--- src/rtl/mc_control_unit.sv ---
// Multi-cycle MIPS control FSM: sequences fetch/decode/execute/memory/writeback with a
// mem_ready handshake, wait timeout and retired-instruction counter. Define ILLEGAL_TRAP_EN to trap illegal opcodes.
module mc_control_unit #(
  parameter int XLEN    = 64,
  parameter int MEM_TMO = 15,
  parameter int CNT_W   = 32
) (
  input  logic             clk,
  input  logic             rst_n,
  input  logic [5:0]       opcode,
  input  logic             zero,
  input  logic             mem_ready,
  output logic             PCWrite,
  output logic             IorD,
  output logic             MemRead,
  output logic             MemWrite,
  output logic             MemSize,
  output logic             IRWrite,
  output logic             RegDst,
  output logic             MemToReg,
  output logic             RegWrite,
  output logic             ALUSrcA,
  output logic [1:0]       ALUSrcB,
  output logic [1:0]       ALUOp,
  output logic [1:0]       PCSrc,
  output logic             mem_err,
  output logic [CNT_W-1:0] retired
`ifdef ILLEGAL_TRAP_EN
  ,
  output logic             trap
`endif
);

  localparam int TW = $clog2(MEM_TMO + 1);
  localparam logic [TW-1:0] TMO_VAL  = TW'(MEM_TMO);
  localparam logic [TW-1:0] TMO_LAST = TW'(MEM_TMO - 1);

  localparam logic [5:0] OP_RTYPE = 6'b000000;
  localparam logic [5:0] OP_ADDI  = 6'b001000;
  localparam logic [5:0] OP_LW    = 6'b100011;
  localparam logic [5:0] OP_SW    = 6'b101011;
  localparam logic [5:0] OP_LD    = 6'b110111;
  localparam logic [5:0] OP_SD    = 6'b111111;
  localparam logic [5:0] OP_BEQ   = 6'b000100;
  localparam logic [5:0] OP_BNE   = 6'b000101;
  localparam logic [5:0] OP_J     = 6'b000010;

  typedef enum logic [3:0] {
    S_IDLE, S_FETCH, S_DECODE, S_EXEC, S_ADDI, S_ALUWB, S_MEMADR,
    S_MEMRD, S_MEMWR, S_MEMWB, S_BRANCH, S_JUMP, S_TRAP
  } state_t;

`ifdef ILLEGAL_TRAP_EN
  localparam state_t ILLEGAL_NEXT = S_TRAP;
`else
  localparam state_t ILLEGAL_NEXT = S_FETCH;
`endif

  state_t        state;
  logic [TW-1:0] wait_cnt;
  logic          is_rtype, is_load, is_dword, is_bne;

  logic   is_wait, tmo, done, last_wait, retire;
  state_t dec_state;
  logic   dec_load, dec_dword;

  // A wait state that has used up its budget spends one cycle aborting: requests drop, mem_ready is ignored.
  assign is_wait   = (state == S_FETCH) || (state == S_MEMRD) || (state == S_MEMWR);
  assign tmo       = is_wait && (wait_cnt == TMO_VAL);
  assign done      = is_wait && !tmo && mem_ready;
  assign last_wait = is_wait && !tmo && !mem_ready && (wait_cnt == TMO_LAST);
  assign retire    = (state == S_ALUWB) || (state == S_MEMWB) || (state == S_BRANCH) ||
                     (state == S_JUMP) || ((state == S_MEMWR) && done);

  // NOTE: every variable written in an always_comb gets a default first, so no path can infer a latch.
  always_comb begin
    dec_state = ILLEGAL_NEXT;
    dec_load  = 1'b0;
    dec_dword = 1'b0;
    case (opcode)
      OP_RTYPE:       dec_state = S_EXEC;
      OP_ADDI:        dec_state = S_ADDI;
      OP_LW:          begin dec_state = S_MEMADR; dec_load = 1'b1; end
      OP_SW:          dec_state = S_MEMADR;
      OP_LD:
        if (XLEN == 64) begin
          dec_state = S_MEMADR;
          dec_load  = 1'b1;
          dec_dword = 1'b1;
        end
      OP_SD:
        if (XLEN == 64) begin
          dec_state = S_MEMADR;
          dec_dword = 1'b1;
        end
      OP_BEQ, OP_BNE: dec_state = S_BRANCH;
      OP_J:           dec_state = S_JUMP;
      default:        dec_state = ILLEGAL_NEXT;
    endcase
  end

  // NOTE: sequential state uses non-blocking assignments so every register samples pre-edge values.
  always_ff @(posedge clk or negedge rst_n) begin
    if (!rst_n) begin
      state    <= S_IDLE;
      wait_cnt <= '0;
      is_rtype <= 1'b0;
      is_load  <= 1'b0;
      is_dword <= 1'b0;
      is_bne   <= 1'b0;
      mem_err  <= 1'b0;
      retired  <= '0;
    end else begin
      mem_err  <= last_wait;
      wait_cnt <= (is_wait && !mem_ready && !tmo) ? wait_cnt + TW'(1) : '0;
      if (retire) retired <= retired + CNT_W'(1);
      case (state)
        S_IDLE:   state <= S_FETCH;
        S_FETCH:  if (done) state <= S_DECODE;
        S_DECODE: begin
          state    <= dec_state;
          is_rtype <= (opcode == OP_RTYPE);
          is_load  <= dec_load;
          is_dword <= dec_dword;
          is_bne   <= (opcode == OP_BNE);
        end
        S_EXEC, S_ADDI: state <= S_ALUWB;
        S_MEMADR: state <= is_load ? S_MEMRD : S_MEMWR;
        S_MEMRD:
          if (tmo)       state <= S_FETCH;
          else if (done) state <= S_MEMWB;
        S_MEMWR:  if (tmo || done) state <= S_FETCH;
        default:  state <= S_FETCH;
      endcase
    end
  end

  always_comb begin
    PCWrite  = 1'b0;
    IorD     = 1'b0;
    MemRead  = 1'b0;
    MemWrite = 1'b0;
    MemSize  = 1'b0;
    IRWrite  = 1'b0;
    RegDst   = 1'b0;
    MemToReg = 1'b0;
    RegWrite = 1'b0;
    ALUSrcA  = 1'b0;
    ALUSrcB  = 2'b00;
    ALUOp    = 2'b00;
    PCSrc    = 2'b00;
`ifdef ILLEGAL_TRAP_EN
    trap     = 1'b0;
`endif
    case (state)
      S_FETCH: begin
        MemRead = !tmo;
        ALUSrcB = 2'b01;
        IRWrite = done;
        PCWrite = done;
      end
      S_DECODE: ALUSrcB = 2'b11;
      S_EXEC: begin
        ALUSrcA = 1'b1;
        ALUOp   = 2'b10;
      end
      S_ADDI, S_MEMADR: begin
        ALUSrcA = 1'b1;
        ALUSrcB = 2'b10;
        MemSize = (state == S_MEMADR) && is_dword;
      end
      S_ALUWB: begin
        RegDst   = is_rtype;
        RegWrite = 1'b1;
      end
      S_MEMRD: begin
        MemRead = !tmo;
        IorD    = 1'b1;
        MemSize = is_dword;
      end
      S_MEMWR: begin
        MemWrite = !tmo;
        IorD     = 1'b1;
        MemSize  = is_dword;
      end
      S_MEMWB: begin
        RegWrite = 1'b1;
        MemToReg = 1'b1;
        MemSize  = is_dword;
      end
      S_BRANCH: begin
        ALUSrcA = 1'b1;
        ALUOp   = 2'b01;
        PCSrc   = 2'b01;
        PCWrite = is_bne ? !zero : zero;
      end
      S_JUMP: begin
        PCSrc   = 2'b10;
        PCWrite = 1'b1;
      end
`ifdef ILLEGAL_TRAP_EN
      S_TRAP: begin
        PCSrc   = 2'b10;
        PCWrite = 1'b1;
        trap    = 1'b1;
      end
`endif
      default: ;
    endcase
  end

endmodule
--- config.mk ---
export PLATFORM = sky130hd
export DESIGN_NAME = mc_control_unit
export DESIGN_NICKNAME = d
export VERILOG_FILES = /design/src/rtl/mc_control_unit.sv
export SDC_FILE = /design/constraint.sdc
export NUM_CORES = 1
export LEC_CHECK = 0
export CAP_MARGIN = 10
export CORE_ASPECT_RATIO = 1.1
export CORE_MARGIN = 2
export CORE_UTILIZATION = 35
export CTS_CLUSTER_DIAMETER = 30
export DETAILED_ROUTE_END_ITERATION = 10
export GPL_TIMING_DRIVEN = 0
export PLACE_DENSITY = 0.68
export SLEW_MARGIN = 30
export SYNTH_ARGS = -nofsm -noshare
export SYNTH_HDL_FRONTEND = slang
export SYNTH_SLANG_ARGS = --single-unit
--- constraint.sdc ---
create_clock -name clk -period 4.3 [get_ports clk]
set_input_delay 0.43 -clock clk [delete_from_list [all_inputs] [get_ports clk]]
set_output_delay 0.43 -clock clk [all_outputs]
set_load 0.02 [all_outputs]
==> results.toml, run 1 <==
[outcome]
status = "finished clean"

[detailed_routing]
num_vias = 2010
dr.pass1.iters = 4
postRouteAntennaNets = 0
via_per_inst = 5.154
drt_iter0_markers = 87
drt-total-wl_um = 5145
wl_per_cell_um = 13.19
drcViolationCount = 0

[placement]
dp_cells = 382
pre_cts_slack_ps = 1447
hpwl_um = 3742
io_buffers = 58
gp_congestion = 0.7815

[sta]
final.setup.worst_slack_ps = 1251
drv_slew = 0
fin_crit_sh = 0.7090
relSlewSlack = 0.6410
hold_violations = 0
rsz0062_at_grt = "no"
setup_violations = 0
period_needed_ps = 3049
worstMarginPinSlew_ps = 538.5
fin_skew_ps = 4.986
finalSetupTns_ps = 0
fmax_ghz = 0.3280

[floorplan]
start_util = 0.3648
rows = 31
fp.dieW_um = 83.51
die_h_um = 91.46
num_io_pins = 59
die-area_um2 = 7637
coreArea_um2 = 6671

[critical_path]
crit_path_start = "wait_cnt[0]"
crit_slowest_cell = "or4b_2"
end_kind = "primary output"
cp.arrival_ps = 2620
rrSetupSlack_ps = 2320
cp_top_family = "simple AND/OR/NAND/NOR gates"
cp_max_fo = 6
worstPathCellList = "ha_1, and3_1, or4b_2, a21oi_1, clkdlybuf4s50_1"
r2r-end = "retired[29]"
cp.required_ps = 3870
critical-path-max-stage-delay_ps = 640
worst-r2r-cell-count = 6
crit_type = "register to primary output"
worstReg2RegStart = "wait_cnt[0]"
cp-start-kind = "register"
critical_path_buf_inv_count = 1

[yosys]
ys.flop_type = "dfrtp_1"
yosys.area.top_type_share = 0.4627
synth-seq-cells = 45
ys_warn_count = 0
synthCells = 242
synthArstFlopShare = 1.000
syn_nets = 255
syn_avg_cell_area_um2 = 10.06
synth.distinct_cells = 52
yosys.area.top_type = "dfrtp_1"
syn_area_um2 = 2434
yosysSeqAreaShare = 0.4627
netlist_top_cells_area = "dfrtp_1, xnor2_1, nand3_1"
synth-edff-count = 0

[flow_run]
drv_cap = 0

[power]
pwr-share-comb = 0.412
pwr-share-clk = 0.223
pwr-share-seq = 0.365
p_sw_frac = 0.3606
p_leak_nw = 1.285
power_switching_mw = 0.5256
internal-power_mw = 0.9320
powerDensity_nw_per_um2 = 451.2
ir_worst_vdd_uv = 316.7

[global_route]
antenna_found_initial = 0
grt_usage = 0.1415
grt_max_degree = 46
grt.overflow.total = 0
grt_pass1_wl_um = 9039
grt_pass1_vias = 1974

[clock_tree]
h-tree-depth = 2
cts_made_buffers = 5
clk_pin_slew_worst_paths_ps = 80
cts_tree = "done"
clock-root-buffer = "clkbuf_8"
cts_setup_buffers = 0
cts_resized = 0
ctsHoldBuffers = 0
clockBufferDepth = 2
cts.sinks = 45
clkLatencyLatePin_ps = 290

[layout]
fillers = 640
nNetsFinal = 320
num_antenna_cells = 0
syn_to_final_growth_pct = 32.75
drive_above_1_share = 0.07143
instances_no_fill = 390

[min_path]
hold_path.class = "input pin to asynchronous set/reset pin"
==> Yosys cell counts (2+ instances only) <==
library cell,instances
dfrtp_1,45
xnor2_1,31
nor2_1,22
nand2_1,19
nand3_1,19
o21ai_0,10
a21oi_1,6
and4_1,6
nand4_1,6
xor2_1,6
nand2b_1,5
and2_1,4
and3_1,4
nor2b_1,4
nor3_1,4
or3_1,4
buf_2,3
clkbuf_1,3
ha_1,3
inv_1,2
nor4_1,2
nor4_4,2
o21bai_1,2
o311ai_0,2
==> worst max path at each step <==
stage | slack, ps | cells past startpoint | endpoint
6_report | 1250 | 5 | PCWrite
5_1_grt | 1190 | 5 | PCWrite
4_1_cts | 1230 | 5 | PCWrite
3_5_place_dp | 1450 | 4 | PCWrite
3_3_place_gp | 1430 | 4 | PCWrite
2_1_floorplan | 2040 | 4 | PCWrite
==> power groups by stage <==
stage | Clock, mW | Combinational [mW] | Sequential, mW
after floorplan | 0 | 0.356 | 0.556
after global placement | 0 | 0.597 | 0.538
after detailed placement | 0 | 0.601 | 0.540
after CTS | 0.333 | 0.604 | 0.533
after global routing | 0.351 | 0.662 | 0.541
final | 0.325 | 0.600 | 0.532
==> cell families after synthesis <==
kind of cell	share of synthesized area
compound gates	0.1023
xor+xnor	0.1332
buf+inv	0.02313
fa+ha+maj	0.01543
mux	0.004627
flops	0.4627
simple gates	0.2586
==> cells in the final DEF (no fill, tap or decap), types with 3 or more instances in the layout <==
| cell | count |
|---|---|
| a21oi_1 | 6 |
| nand3_1 | 19 |
| clkbuf_8 | 6 |
| o21ai_0 | 10 |
| ha_1 | 3 |
| and3_1 | 4 |
| and4_1 | 6 |
| clkbuf_1 | 4 |
| nand2b_1 | 5 |
| nand2_1 | 19 |
| xnor2_1 | 31 |
| and2_1 | 4 |
| buf_2 | 3 |
| clkdlybuf4s50_1 | 57 |
| nor2_1 | 22 |
| nor3_1 | 4 |
| or3_1 | 4 |
| dfrtp_1 | 45 |
| nand4_1 | 6 |
| xor2_1 | 6 |
| nor2b_1 | 4 |
==> flip-flops by register name (all words and copies together), names as in the netlist <==
name / count
retired: 32
state: 4
wait_cnt: 4
is_bne: 1
is_dword: 1
is_load: 1
is_rtype: 1
mem_err: 1
==> cell type report <==
cell class                      instances  area, um^2  area share
Multi-Input combinational cell        186        1251      0.3873
Tap cell                               82       102.6     0.03176
Sequential cell                        45        1126      0.3486
Clock buffer                            7       86.33     0.02672
Buffer                                  9       48.80     0.01510
Clock inverter                          1       30.03    0.009295
Inverter                                2       7.507    0.002324
Timing Repair Buffer                   58       578.1      0.1789
==> metrics by stage <==
step / total power, mW / instance area, um^2 / utilization / hold WS [ps]
2_1_floorplan: 0.9123 / 2434 / - / 134.4
3_3_place_gp: 1.135 / 3117 / 0.4672 / 456.2
3_5_place_dp: 1.141 / 3114 / 0.4668 / 462.0
4_1_cts: 1.470 / 3231 / 0.4842 / 145.8
5_1_grt: 1.554 / 3231 / 0.4842 / 167.5
6_report: 1.458 / 3231 / 0.4842 / 119.2
==> metal layers <==
layer | vias up | global-route usage | part of all wire
li1 | 994 | - | -
met1 | 961 | 0.1807 | 0.46
met2 | 50 | 0.2426 | 0.48
met3 | 5 | 0.03182 | 0.045
met4 | 0 | 0.03629 | 0.011
met5 | - | 0 | 0
(Power assumes the default switching activity.)
==> run 2: changes to the inputs <==
- clock period: 4.3 -> 3.1 ns (I/O delays scaled with it)
==> results of run 2 <==
The final DEF is identical to that of run 1. Status: finished, violations left: negative hold slack.
Among the figures that moved: setup slack after placement 1447 ps -> 487.1 ps; setup slack after layout 1251 ps -> 171.4 ps; hold slack 119.2 ps -> -0.8031 ps; number of hold violations in the final report 0 -> 2; register-to-register setup slack 2320 ps -> 1120 ps; total power 1.458 mW -> 2.022 mW; worst IR drop on VDD 316.7 uV -> 439.3 uV
==> run 3: changes to the inputs <==
- CTS_CLUSTER_DIAMETER: 30 -> default
==> results of run 3 <==
The final DEF is identical to that of run 1. Status: finished, violations left: negative hold slack.
Among the figures that moved: setup slack after placement 1447 ps -> 487.1 ps; setup slack after layout 1251 ps -> 171.4 ps; hold slack 119.2 ps -> -0.8031 ps; number of hold violations in the final report 0 -> 2; register-to-register setup slack 2320 ps -> 1120 ps; total power 1.458 mW -> 2.022 mW; worst IR drop on VDD 316.7 uV -> 439.3 uV
